--- config.mk ---
export PLATFORM = sky130hd
export DESIGN_NAME = lsu_dm
export DESIGN_NICKNAME = d
export VERILOG_FILES = /design/src/rtl/lsu_pkg.sv /design/src/rtl/lsu_dm_lane_align.sv /design/src/rtl/lsu_dm.sv
export SDC_FILE = /design/constraint.sdc
export NUM_CORES = 1
export LEC_CHECK = 0
export CORE_MARGIN = 2
export CORE_UTILIZATION = 30
export DETAILED_ROUTE_END_ITERATION = 7
export PLACE_DENSITY_LB_ADDON = 0.2
export SLEW_MARGIN = 5
export SYNTH_ARGS = -nofsm -noshare
export SYNTH_HDL_FRONTEND = slang
export SYNTH_SLANG_ARGS = --single-unit
--- constraint.sdc ---
create_clock -name clk_i -period 2.95 [get_ports clk_i]
set_input_delay 0.59 -clock clk_i [delete_from_list [all_inputs] [get_ports clk_i]]
set_output_delay 0.59 -clock clk_i [all_outputs]
set_load 0.005 [all_outputs]
--- src/rtl/lsu_pkg.sv ---
//------------------------------------------------------------------------------
// lsu_pkg: shared funct3 codes, FSM states and byte-lane tables for lsu_dm.
// Revision: 1.0
//------------------------------------------------------------------------------
`default_nettype none

package lsu_pkg;

  localparam logic [2:0] F3_B  = 3'b000;
  localparam logic [2:0] F3_H  = 3'b001;
  localparam logic [2:0] F3_W  = 3'b010;
  localparam logic [2:0] F3_BU = 3'b100;
  localparam logic [2:0] F3_HU = 3'b101;

  typedef enum logic [1:0] {
    IDLE   = 2'd0,
    ACCESS = 2'd1,
    RESP   = 2'd2
  } state_e;

  // Byte enables per lane, indexed by addr[1:0] (byte) or addr[1] (half).
  localparam logic [3:0][3:0] BYTE_BE = {4'b1000, 4'b0100, 4'b0010, 4'b0001};
  localparam logic [1:0][3:0] HALF_BE = {4'b1100, 4'b0011};
  localparam logic [3:0]      WORD_BE = 4'b1111;

  function automatic logic lsu_req_legal(input logic       we,
                                         input logic [2:0] funct3,
                                         input logic [1:0] off);
    logic ok;
    ok = 1'b0;
    case (funct3)
      F3_B:  ok = 1'b1;
      F3_H:  ok = ~off[0];
      F3_W:  ok = (off == 2'b00);
      F3_BU: ok = ~we;
      F3_HU: ok = ~we & ~off[0];
      default: ok = 1'b0;
    endcase
    return ok;
  endfunction

endpackage

`default_nettype wire

--- src/rtl/lsu_dm_lane_align.sv ---
//------------------------------------------------------------------------------
// lsu_lane_align: combinational store-lane merge and load extract/extend.
// Revision: 1.0
//------------------------------------------------------------------------------
`default_nettype none

module lsu_lane_align
  import lsu_pkg::*;
(
  input  logic [31:0] dm_rd_i,
  input  logic [31:0] wdata_i,
  input  logic [2:0]  funct3_i,
  input  logic [1:0]  off_i,
  output logic [31:0] wd_o,
  output logic [31:0] rdata_o
);

  logic [3:0]  be;
  logic [31:0] wrep;
  logic [7:0]  lbyte;
  logic [15:0] lhalf;

  always_comb begin
    be   = 4'b0000;
    wrep = wdata_i;
    case (funct3_i[1:0])
      2'b00: begin
        be   = BYTE_BE[off_i];
        wrep = {4{wdata_i[7:0]}};
      end
      2'b01: begin
        be   = HALF_BE[off_i[1]];
        wrep = {2{wdata_i[15:0]}};
      end
      2'b10: begin
        be   = WORD_BE;
        wrep = wdata_i;
      end
      default: begin
        be   = 4'b0000;
        wrep = wdata_i;
      end
    endcase
  end

  // Replicated store data lands in every lane; the enables pick which lanes win.
  for (genvar i = 0; i < 4; i++) begin : g_byte
    assign wd_o[8*i +: 8] = be[i] ? wrep[8*i +: 8] : dm_rd_i[8*i +: 8];
  end

  assign lbyte = dm_rd_i[8*off_i +: 8];
  assign lhalf = off_i[1] ? dm_rd_i[31:16] : dm_rd_i[15:0];

  always_comb begin
    rdata_o = 32'h0;
    case (funct3_i)
      F3_B:    rdata_o = {{24{lbyte[7]}}, lbyte};
      F3_H:    rdata_o = {{16{lhalf[15]}}, lhalf};
      F3_W:    rdata_o = dm_rd_i;
      F3_BU:   rdata_o = {24'h0, lbyte};
      F3_HU:   rdata_o = {16'h0, lhalf};
      default: rdata_o = 32'h0;
    endcase
  end

endmodule

`default_nettype wire

--- src/rtl/lsu_dm.sv ---
//------------------------------------------------------------------------------
// lsu_dm: RV32I load/store unit in front of a word-only data memory.
// Revision: 1.0
//------------------------------------------------------------------------------
`default_nettype none

module lsu_dm
  import lsu_pkg::*;
#(
  parameter int ADDR_W = 16
) (
  input  logic              clk_i,
  input  logic              rst_ni,
  input  logic              req_valid_i,
  output logic              req_ready_o,
  input  logic              req_we_i,
  input  logic [2:0]        req_funct3_i,
  input  logic [31:0]       req_addr_i,
  input  logic [31:0]       req_wdata_i,
  output logic              resp_valid_o,
  output logic [31:0]       resp_rdata_o,
  output logic              resp_err_o,
  output logic              dm_we_o,
  output logic [ADDR_W-1:0] dm_addr_o,
  output logic [31:0]       dm_wd_o,
  input  logic [31:0]       dm_rd_i
);

  state_e            state_q;
  logic [ADDR_W+1:0] addr_q;
  logic [31:0]       wdata_q;
  logic [2:0]        funct3_q;
  logic              we_q;
  logic [31:0]       resp_rdata_q;
  logic              resp_err_q;

  logic              accept;
  logic              req_legal;
  logic              in_access;
  logic [31:0]       merged_wd;
  logic [31:0]       load_rdata;

  if (ADDR_W < 30) begin : g_unused
    logic addr_hi_unused;
    assign addr_hi_unused = ^req_addr_i[31:ADDR_W+2];
  end

  assign in_access   = (state_q == ACCESS);
  assign req_ready_o = ~in_access;
  assign accept      = req_valid_i & req_ready_o;
  assign req_legal   = lsu_req_legal(req_we_i, req_funct3_i, req_addr_i[1:0]);

  lsu_lane_align u_align (
    .dm_rd_i  (dm_rd_i),
    .wdata_i  (wdata_q),
    .funct3_i (funct3_q),
    .off_i    (addr_q[1:0]),
    .wd_o     (merged_wd),
    .rdata_o  (load_rdata)
  );

  // Write strobe is decoded from state so an async reset kills it at once.
  assign dm_we_o      = in_access & we_q;
  assign dm_wd_o      = dm_we_o ? merged_wd : 32'h0;
  assign dm_addr_o    = addr_q[ADDR_W+1:2];
  assign resp_valid_o = (state_q == RESP);
  assign resp_rdata_o = resp_rdata_q;
  assign resp_err_o   = resp_err_q;

  always_ff @(posedge clk_i or negedge rst_ni) begin
    if (!rst_ni) begin
      state_q      <= IDLE;
      addr_q       <= '0;
      wdata_q      <= 32'h0;
      funct3_q     <= 3'b000;
      we_q         <= 1'b0;
      resp_rdata_q <= 32'h0;
      resp_err_q   <= 1'b0;
    end else begin
      case (state_q)
        IDLE, RESP: begin
          if (accept) begin
            addr_q   <= req_addr_i[ADDR_W+1:0];
            wdata_q  <= req_wdata_i;
            funct3_q <= req_funct3_i;
            we_q     <= req_we_i;
            if (req_legal) begin
              state_q <= ACCESS;
            end else begin
              state_q      <= RESP;
              resp_rdata_q <= 32'h0;
              resp_err_q   <= 1'b1;
            end
          end else begin
            state_q <= IDLE;
          end
        end
        ACCESS: begin
          state_q      <= RESP;
          resp_rdata_q <= we_q ? 32'h0 : load_rdata;
          resp_err_q   <= 1'b0;
        end
        default: state_q <= IDLE;
      endcase
    end
  end

endmodule

`default_nettype wire
Word-level counts from Yosys, hierarchy flattened
Index checks and enable logic that the tools add are counted.
Storage, ports and cells
  bits in registers: 89
  input port bits: 103
  output and inout bits: 84
  logic and storage cells: 63
Cells by class
  $lt $le $gt $ge: 2
  eq/ne operators: 14
  shift-type cells: 1
  mux-type cells: 24
  bitwise gates (word level): 6
  reductions and logical operators: 9
Operator list (number)
  one-hot mux 32 bit (5 select lines): 1
  two-way mux 32 bit: 4
  one-hot mux 32 bit (2 select lines): 2
  two-way mux 8 bit: 4
  indexed part select 32 x 6 -> 8 bit: 1
  two-way mux 16 bit: 1
  equality test 3 bit, second input constant: 4
  two-way mux 4 bit: 3
  one-hot mux 4 bit (3 select lines): 1
  binary-select mux 4 bit (select 2 bit): 1
  equality test 3 x 1 -> 1 bit, second input constant: 2
  equality test 3 x 2 -> 1 bit, second input constant: 2
  zero test 2 bit: 3
  zero test 3 bit: 2
  one-hot mux 1 bit (5 select lines): 1
  equality test 2 x 1 -> 1 bit, second input constant: 2
  equality test 2 bit, second input constant: 2
  two-way mux 2 bit: 2
  inequality test 2 bit, second input constant: 2
  one-hot mux 2 bit (2 select lines): 1
  AND 1 bit: 3
  < comparator 2 x 3 -> 1 bit, second input constant: 1
  inverter 1 bit: 3
  AND reduction 3 bit: 1
  other kinds (6): 7

Logic depth before layout (Yosys ltp)
  depth after elaboration: 6
  depth in mapped cells: 7
  mapped depth without buffers: 4

Hierarchy
A second synthesis with hierarchy kept.
Unflattened totals
  cell total of the unflattened synthesis: 664
  area, all modules: 5529.1 um^2
By module, submodules not included
  lsu_dm: times used 1, cells an instance 440, area each 4018.9 um^2, seq. area each 2227.1 um^2
  lsu_lane_align: times used 1, cells an instance 224, area each 1510.2 um^2, seq. area each 0.0 um^2

Least setup slack after synthesis
Ideal clock, no wire load.
  kind: reg2out
  start point: register funct3_q[0]
  end point: output dm_wd_o[14]
  data arrival time: 1724 ps
  required time: 2360 ps
  path slack: 636 ps
  stages on the path, launching flop included: 8
  path buffers: 3
  path through: dfrtp_1 > buf_2 > and2_1 > clkbuf_1 > a21oi_1 > buf_2 > nor2_1 > a311oi_1
On the way
  longest elaborated chain between the ends: 4
  elaborated cells between the ends (all ways): 7
  those cells by class: 2 x eq/ne; 4 x mux; 1 x reduce/logical
Ends and longest elaborated chain
  start, declared: line lsu_dm.sv:32  | logic [2:0] funct3_q;
  start signal, assigned: line lsu_dm.sv:85  | funct3_q <= req_funct3_i;
  equality test 2 bit, or another cell as far along: line lsu_dm_lane_align.sv:26  | case (funct3_i[1:0])
  one-hot mux 4 bit (3 select lines) / one-hot mux 32 bit (2 select lines) (equally long branches): line lsu_dm_lane_align.sv:26
  two-way mux 8 bit (*): line lsu_dm_lane_align.sv:48  | assign wd_o[8*i +: 8] = be[i] ? wrep[8*i +: 8] : dm_rd_i[8*i +: 8];
  two-way mux 32 bit (*): line lsu_dm.sv:64  | assign dm_wd_o = dm_we_o ? merged_wd : 32'h0;
  end, declared: line lsu_dm.sv:25  | output logic [31:0] dm_wd_o,
Mark *: on every way between the ends. The rest lies on a longest branch, timed or not.

Worst setup path after layout
  start point: register funct3_q[1]
  end point: output dm_wd_o[17]
Same word-level chain as after synthesis.

==> flow_metrics.tcl <==
set metrics [dict create \
    postSynthAreaPerCell_sq_um 10.46 \
    layout-drive-gt1-share_pct 20.45 \
    final_cells 837 \
    period_share_pct 97.45 \
    portBuffers 172 \
    holdCritPathClass "input pin to asynchronous set/reset pin" \
    clk_pin_slew_ps 60 \
    antenna_found_initial 0 \
    end_kind "output pin" \
    clock_path_buffers 2 \
    vias 4329 \
    leakagePower_nw 3.012 \
    final_antenna_net_count 0 \
    initial_utilization_pct 30.43 \
    synth_edf_count 0 \
    nFillCells 1498 \
    slowest_stage "clkdlybuf4s50_1" \
    total_power_mw 3.669 \
    cp_data_arrival_time_ps 2280 \
    netlist.top_cell.by_area "dfrtp_1" \
    synth_ff_type "dfrtp_1" \
    root_buffer "clkbuf_16" \
    critical_path_buf_inv_count 1 \
    synthesis.instances 457 \
    rsz0062_at_grt "true" \
    min_period_ps 2875 \
    clock-sinks 89 \
    syn_nets 560 \
    cp_slowest_stage_delay_ps 560 \
    finalNetCount 721 \
    clk_latency_ps 340 \
    powerDensity_nw_per_um2 513.0 \
    avgRoutedWirePerCell_um 19.33 \
    grt_overflow 0 \
    die_area_sq_um 16970 \
    yosysTopAreaCellShare_pct 46.57 \
    status "finished clean" \
    drtIter0Drc 294 \
    synth_cell_types 38 \
    fmax_mhz 347.9 \
    numCtsBuffers 9 \
    pre_cts_ws_ps 156.1 \
    drt-vias-per-instance 5.172 \
    die_x_um 130.3 \
    first_global_vias 4273 \
    grt_pass1_wl_um 24170 \
    path_delay_family "simple AND/OR/NAND/NOR gates" \
    path_cells "nand2_1 -> and2_2 -> a211oi_1 -> clkdlybuf4s50_1" \
    drt-pass1-iter-count 6 \
    yosysWarnings 0 \
    area_growth_pct 49.56 \
    antennaDiodeCount 0 \
    coreArea_sq_um 15710 \
    dp.cells 821 \
    cts_tree "built" \
    setup_viol 0 \
    worst_hold_slack_ps 242.3 \
    grt_max_degree 50 \
    drc_errors 0 \
    fin_worst_skew_ps 6.976 \
    synthTopCellsByArea "dfrtp_1 (47%), mux2_2 (14%), mux2i_1 (5.0%), nand2_1 (4.1%), a22o_1 (3.3%)" \
    grt.total_usage_pct 18.91 \
    worst-path-max-fanout 11 \
    post-dp-hpwl_um 12110 \
    netlist_area_sq_um 4782 \
    pin_count 187 \
    setup_ws_ps 75.24 \
    worstMarginPinSlew_ps 821.8 \
    cap_viol_max_count 0 \
    hold_viol 0 \
    synthArstFlopShare_pct 100.0 \
    maxSlewViolCount 0 \
    ys_seq_elements 89 \
    vdd_ir_drop_max_mv 0.2705 \
    relSlewSlack_pct 45.10 \
    wl_um 16180 \
    path_class "flip-flop to output pin" \
    ys_seq_area_share_pct 46.57 \
    h-tree-depth 3 \
    worstPathRequired_ps 2360 \
    rows 46 \
    startpoint_type "flip-flop" \
    gp_congestion 0.9023 \
    die_h_um 130.3 \
]
## logic make-up after synthesis
kind of cell,count (synthesis),synth area share (%)
mux,87,19.94
flops,89,46.57
buf+inv,55,5.861
compound gates,129,18.71
simple gates,97,8.922
## Yosys cell counts (3+ instances only)
master     instances
nand2_1           52
a21o_1             8
a22o_1            18
a311oi_1           8
and2_1             3
mux2_2            61
o21ai_0           28
nor2_1            20
buf_4             16
nand3_1            8
a21oi_1           27
clkbuf_1          24
a22oi_1            8
o2bb2ai_1          8
mux2i_1           24
a222oi_1           8
a211oi_1           8
buf_2              5
dfrtp_1           89
inv_1              5
buf_1              4
nor2b_1            6
## worst reg2reg max path, delay by kind of cell (launching register included)
family	cells	cell delay, ps
AO/OA/AOI/OAI	3	870
buffers and inverters	2	410
flip-flops	1	480
AND/OR/NAND/NOR	1	150
## report_power, final
part | internal (mW) | switching [mW] | total [mW]
Sequential | 1.34 | 0.105 | 1.45
Combinational | 0.540 | 0.475 | 1.02
Clock | 0.731 | 0.475 | 1.21
Total | 2.61 | 1.05 | 3.67
## through the flow
step	utilization, %	cell area, sq um	setup TNS, ps
finish	45.52	7152	0
global placement	42.90	6741	0
floorplan	-	4782	0
CTS	44.95	7063	-15.09
detailed placement	42.90	6741	0
global route	45.52	7152	-150.5
## state kept, by name (all words and copies together) (netlist names)
name / flops
addr_q: 18
funct3_q: 3
resp_err_o: 1
resp_rdata_o: 32
state_q: 2
wdata_q: 32
we_q: 1
## cells in the final DEF (no fill, tap or decap), types with 2 or more instances in the layout
master	Yosys	final
a22o_1	18	18
o2bb2ai_1	8	8
a211oi_2	0	4
o21ai_0	28	27
nand3_1	8	8
and2_1	3	2
a221oi_1	2	2
a311oi_1	8	2
nor2_1	20	20
clkbuf_16	0	9
inv_1	5	4
mux2_2	61	61
a22oi_1	8	8
buf_6	1	3
a21oi_2	1	3
nor3_1	2	2
a222oi_1	8	8
o21ai_1	2	2
dfrtp_2	0	3
mux2i_1	24	24
a21oi_1	27	25
a211oi_1	8	4
bufinv_16	0	2
clkinv_2	0	2
nor2b_1	6	4
clkdlybuf4s50_1	0	169
a311oi_2	0	6
dfrtp_1	89	86
dlymetal6s2s_1	0	2
a21o_1	8	8
buf_12	0	2
nand2_1	52	52
buf_4	16	23
## routing by layer
| metal | up-vias | wire [um] | GRT usage [%] |
|---|---|---|---|
| met5 | - | 0 | 0 |
| met4 | 0 | 268 | 6.072 |
| met3 | 15 | 1273 | 4.633 |
| met2 | 197 | 7432 | 29.60 |
| met1 | 2139 | 7203 | 25.82 |
| li1 | 1978 | - | - |
## worst paths after layout
path,cells after the start,slack [ps],end,startpoint
setup / recovery,4,80,dm_wd_o[17],funct3_q[1]$_DFFE_PN0P_
hold / removal,1,240,resp_rdata_o[30]$_DFFE_PN0P_,rst_ni
setup reg to reg,6,900,resp_rdata_o[6]$_DFFE_PN0P_,funct3_q[1]$_DFFE_PN0P_
hold reg to reg,1,480,resp_rdata_o[8]$_DFFE_PN0P_,resp_rdata_o[8]$_DFFE_PN0P_
max in group asynchronous,2,2010,addr_q[0]$_DFFE_PN0P_,rst_ni
min in group clk_i,1,480,resp_rdata_o[8]$_DFFE_PN0P_,resp_rdata_o[8]$_DFFE_PN0P_
## repair_timing
| item | 4_1_cts | 5_1_grt |
|---|---|---|
| hold buffers | 0 | 0 |
| resized for setup | 6 | 20 |
| setup endpoints to repair | 22 | 30 |
| pin swaps | 0 | 3 |
| setup buffers | 0 | 2 |
## final cells by class
type / count / area (sq um) / share of cell area (%)
inverter: 5 / 18.77 / 0.2624
sequential: 89 / 2231 / 31.19
timing repair buffer: 200 / 1978 / 27.66
clock inverter: 4 / 70.07 / 0.9797
tap: 216 / 270.3 / 3.779
multi-input combinational: 313 / 2355 / 32.93
clock buffer: 10 / 229.0 / 3.202
Power figures use the tool's default switching activity.
==> edit 1: new RTL, same flow settings <==
Put one more register stage on the output `resp_err_o`. The value now appears one clock later. The other outputs are not delayed to match.
--- a/src/rtl/lsu_dm.sv
+++ b/src/rtl/lsu_dm.sv
@@ -65,7 +65,9 @@
   assign dm_addr_o    = addr_q[ADDR_W+1:2];
   assign resp_valid_o = (state_q == RESP);
   assign resp_rdata_o = resp_rdata_q;
-  assign resp_err_o   = resp_err_q;
+  always_ff @(posedge clk_i) begin
+    resp_err_o <= resp_err_q;
+  end
 
   always_ff @(posedge clk_i or negedge rst_ni) begin
     if (!rst_ni) begin
Function: changed (Yosys sat finds a counterexample within 4 cycles, from zero or initial values and one cycle with rst_ni low).
==> edit 1 against the original RTL <==
Total power down 3.2%. Worst setup slack worse by 0.032 ns. Clock skew up 0.0023 ns. Area after synthesis up 0.42%. Highest routed layer unchanged. Routed wire length down 2.3%. Design area down 0.26%. Sequential cell count up 1. Via count down 1.3%. Combinational power about the same. Critical path type unchanged. Non-clock buffer count down 5.
==> edit 1: results (changes against the original RTL) <==
leakage power summed over all cells 3.08 nW (+2.2%); Clock Skews 0.00928 ns (+0.00231 ns); end point of the critical path dm_wd_o[7]; Post-route DRC 0 (unchanged); maximum number of pins on one net before global-route repair 60 (+20%); Final Hold Slack 0.246 ns (+0.00330 ns); Max Slew Vio Count 0 (unchanged); leading post-synthesis cells by cell area dfrtp_1 46%, mux2_2 14%, mux2i_1 5.0%, nand2_1 4.1%, a22o_1 3.3%; fraction of synthesis flops using an asynchronous set or reset pin 0.989 (-0.0111); Yosys warning total 0 (unchanged); total negative setup slack 0 ns (unchanged); Primary FF master, synth dfrtp_1; number of distinct library cell variants in the gate-level netlist after synthesis 39 (+2.6%); Worst Reg-to-Reg Cells 6 (unchanged); Least-Margin Pin Slew 0.828 ns (+0.00664 ns); post-place instance area 6760 sq um (+0.33%); list of most frequent post-synthesis cells 89 x dfrtp_1, 61 x mux2_2, 52 x nand2_1; HPWL after DPL 11.8 mm (-2.3%); maximum capacitance violations 0 (unchanged); clk_lat worst skew 0.35 ns; Largest delay share family, worst path buffers and inverters; clk buf depth 2 (unchanged); worst slack at placement 0.161 ns (+0.00463 ns); Setup Buffers After CTS 0 (unchanged); via total after detailed routing 4274 (-1.3%); Peak VDD IR 0.000305 V (+13%); final wirelength 15.8 mm (-2.3%); Tightest Hold Check Type in -> async; router iterations before antenna repair 5 (-1); Post-Synthesis Net Count 561 (+0.18%); buffer type at the clock tree root clkbuf_16; antenna diode count 0 (unchanged); GRT Total Usage 0.187 (-0.00209); launch point of the critical path funct3_q[0]$_DFFE_PN0P_; Iteration-0 DRC Markers 279 (-5.1%); highest clock rate 0.344 GHz (-1.1%); outcome finished clean; Fill cells 1522 (+1.6%); final estimated routing congestion in global placement 0.856 (-5.2%); Layout Nets 717 (-0.55%); internal reg-to-reg setup slack 0.93 ns (+0.03 ns); antenna violations before repair 0 (unchanged); wire length of the first global-routing pass 24.0 mm (-0.63%); data arrival time at the worst-slack endpoint 2.32 ns (+0.04 ns); critical-path maximum fanout 8 (-3); terminus of the critical flop-to-flop path resp_rdata_o[21]$_DFFE_PN0P_; sequential cell area fraction in the yosys report 0.468 (+0.00223); fraction of layout cells with a size suffix above 1 0.199 (-0.00580); total clock buffers created by CTS 9 (unchanged)
-- edit 1: repair_timing --
item / in CTS / in global routing
setup endpoints to repair: 19 / 25
pin swaps: 5 / 2
gates resized for setup: 12 / 15
-- edit 1: per-stage QoR --
stage	utilization	instances
final	0.452	835
after global routing	0.452	835
after CTS	0.449	835
after detailed placement	0.429	819
after global placement	0.429	819
after floorplan	-	458
-- edit 1: kinds of logic (layout without fill, tap and decap cells) --
group | count (synthesis) | count (layout) | synth area share
buf+inv | 55 | 216 | 0.0584
simple gates | 97 | 97 | 0.0889
compound gates | 129 | 129 | 0.186
mux | 87 | 87 | 0.199
flops | 90 | 90 | 0.468
-- edit 1: layer usage --
| metal | global-route usage | part of all wire |
|---|---|---|
| met1 | 0.256 | 0.45 |
| met4 | 0.0726 | 0.023 |
| met5 | 0 | 0 |
| met2 | 0.289 | 0.45 |
| met3 | 0.0428 | 0.073 |
-- edit 1: final cells by class --
class	count	area (sq um)	area share
clock buffer	11	243	0.0340
multi-input combinational	313	2350	0.330
tap	216	270	0.0379
clock inverter	5	30.0	0.00421
timing repair buffer	195	1970	0.276
inverter	5	18.8	0.00263
sequential	90	2250	0.315
-- edit 1: report_power, final --
part | leakage (nW) | total (mW) | internal (mW) | switching, mW
combinational | 1.83 | 1.02 | 0.539 | 0.477
sequential | 1.12 | 1.46 | 1.36 | 0.101
clock | 0.131 | 1.08 | 0.590 | 0.486
total | 3.08 | 3.55 | 2.49 | 1.06
-- edit 1: worst reg2reg max path, cell delays in order (launching register included) --
cell	delay, ns
dfrtp_2	0.44
buf_4	0.17
o21ai_0	0.16
nand3b_1	0.49
nor2_1	0.28
buf_4	0.25
a22o_1	0.16
-- edit 1: worst min path at each step --
stage,start,endpoint,depth (start not counted)
5_1_grt,rst_ni,resp_rdata_o[15]$_DFFE_PN0P_,1
3_5_place_dp,resp_err_q$_DFFE_PN0P_,resp_err_o$_DFF_P_,0
6_report,rst_ni,resp_rdata_o[15]$_DFFE_PN0P_,1
3_3_place_gp,resp_err_q$_DFFE_PN0P_,resp_err_o$_DFF_P_,0
4_1_cts,rst_ni,resp_rdata_o[15]$_DFFE_PN0P_,1
2_1_floorplan,rst_ni,addr_q[0]$_DFFE_PN0P_,0
==> edit 2: new RTL, same settings <==
Without the edit above. The parameter `ADDR_W` goes from 16 to 15.
--- a/src/rtl/lsu_dm.sv
+++ b/src/rtl/lsu_dm.sv
@@ -7,7 +7,7 @@
 module lsu_dm
   import lsu_pkg::*;
 #(
-  parameter int ADDR_W = 16
+  parameter int ADDR_W = 15
 ) (
   input  logic              clk_i,
   input  logic              rst_ni,
Interface: changed (resized dm_addr_o); port bits go from 187 to 186. No check against the original RTL was run, so the function may have changed too.
==> edit 2 against the original RTL <==
Non-clock buffer count is 16 higher. Worst setup slack worse by 0.025 ns. Sequential share of layout area is 1.8 points lower. First-iteration DRC count is 76% higher. Area after synthesis is 6.3% higher. Sequential power hardly changed. Core utilization is 0.33 points lower. Count of clock-buffer cells in the layout is 3 higher. Routed wire length is 7.2% higher. Register-to-register slack worse by 0.02 ns. Sequential cell count is 1 lower. Design area is 4.8% higher. Maximum frequency is 0.85% lower. Total power is 2.3% higher. Largest cell class unchanged.
==> edit 2: results (changes against the original RTL) <==
share of final layout cell area taken by non-clock buffers 0.278 (+0.00142); final estimated routing congestion in global placement 0.872 (-3.3%); Final Hold Slack 0.235 ns (-0.00734 ns); multiplexer share of the synthesized area 0.186 (-0.0133); leading post-synthesis cells by cell area dfrtp_1 43%, mux2_2 13%, mux2i_1 5.3%, buf_4 3.1%, a21oi_1 3.0%; Iteration-0 DRC Markers 517 (+76%); fraction of layout cells with a size suffix above 1 0.287 (+0.0825); Clock-cell share 0.0411 (-0.000737); critical-path maximum fanout 9 (-2); Clock Skews 0.00684 ns (-0.000136 ns); sequential cell area fraction in the yosys report 0.433 (-0.0325); GRT Total Usage 0.195 (+0.00600); terminus of the critical flop-to-flop path resp_rdata_o[29]$_DFFE_PN0P_; combinational group power 1.11 mW (+9%); outcome finished clean; post-place instance area 7010 sq um (+4.0%); CTS Sinks 88 (-1.1%); sequential fraction of total cell area 0.294 (-0.0176); worst slack at placement 0.175 ns (+0.0184 ns); maximum number of pins on one net before global-route repair 47 (-6.0%); number of distinct library cell variants in the gate-level netlist after synthesis 49 (+29%); multi-input gate share of total cell area 0.347 (+0.0176); Post-Synthesis Net Count 565 (+0.89%); Post-Syn Area 5080 sq um (+6.3%); instance count of the mapped netlist 462 (+1.1%); clock tree buffer count of the final layout 13 (+3); Slowest Stage Delay on Critical Path 0.58 ns (+0.02 ns); area taken by flip-flops and latches 2210 sq um (-1.1%); area fraction in compound gates after synthesis 0.222 (+0.0344); Least-Margin Pin Slew 0.630 ns (-0.192 ns); Largest delay share family, worst path buffers and inverters; Peak VDD IR 0.000279 V (+3.2%); Port Buffer Count 170 (-1.2%); highest clock rate 0.345 GHz (-0.85%); list of most frequent post-synthesis cells 88 x dfrtp_1, 58 x mux2_2, 30 x a21oi_1; Worst Reg-to-Reg Cells 5 (-1); HPWL after DPL 13.3 mm (+9.8%); Layout Nets 740 (+2.6%); final wirelength 17.3 mm (+7.2%); router iterations before antenna repair 5 (-1)
edit 2: timing repair:
item                                    4_1_cts  5_1_grt
endpoints found under the setup margin       18       29
hold buffers                                  0        0
gates resized for setup                       8       18
gates cloned                                  1        0
pin swaps                                     1        3
setup buffers                                 6        2
edit 2: worst reg2reg max path, stage by stage, from the launching register on:
cell and delay, ns:
dfrtp_2 0.47, buf_4 0.18, o21ai_0 0.16, nand3b_1 0.36, or2_2 0.61, o2bb2ai_1 0.21
edit 2: kinds of logic (layout without fill, tap and decap cells):
| group | Yosys count | in the layout |
|---|---|---|
| buffers and inverters | 58 | 236 |
| AND/OR/NAND/NOR | 87 | 87 |
| multiplexers | 86 | 86 |
| flip-flops | 88 | 88 |
| AO/OA/AOI/OAI | 143 | 144 |
edit 2: routing by layer:
layer,up-vias,part of all wire,global-route usage
met5,-,0,0
met4,0,0.021,0.0696
li1,2059,-,-
met1,2181,0.44,0.256
met3,23,0.066,0.0435
met2,180,0.47,0.317
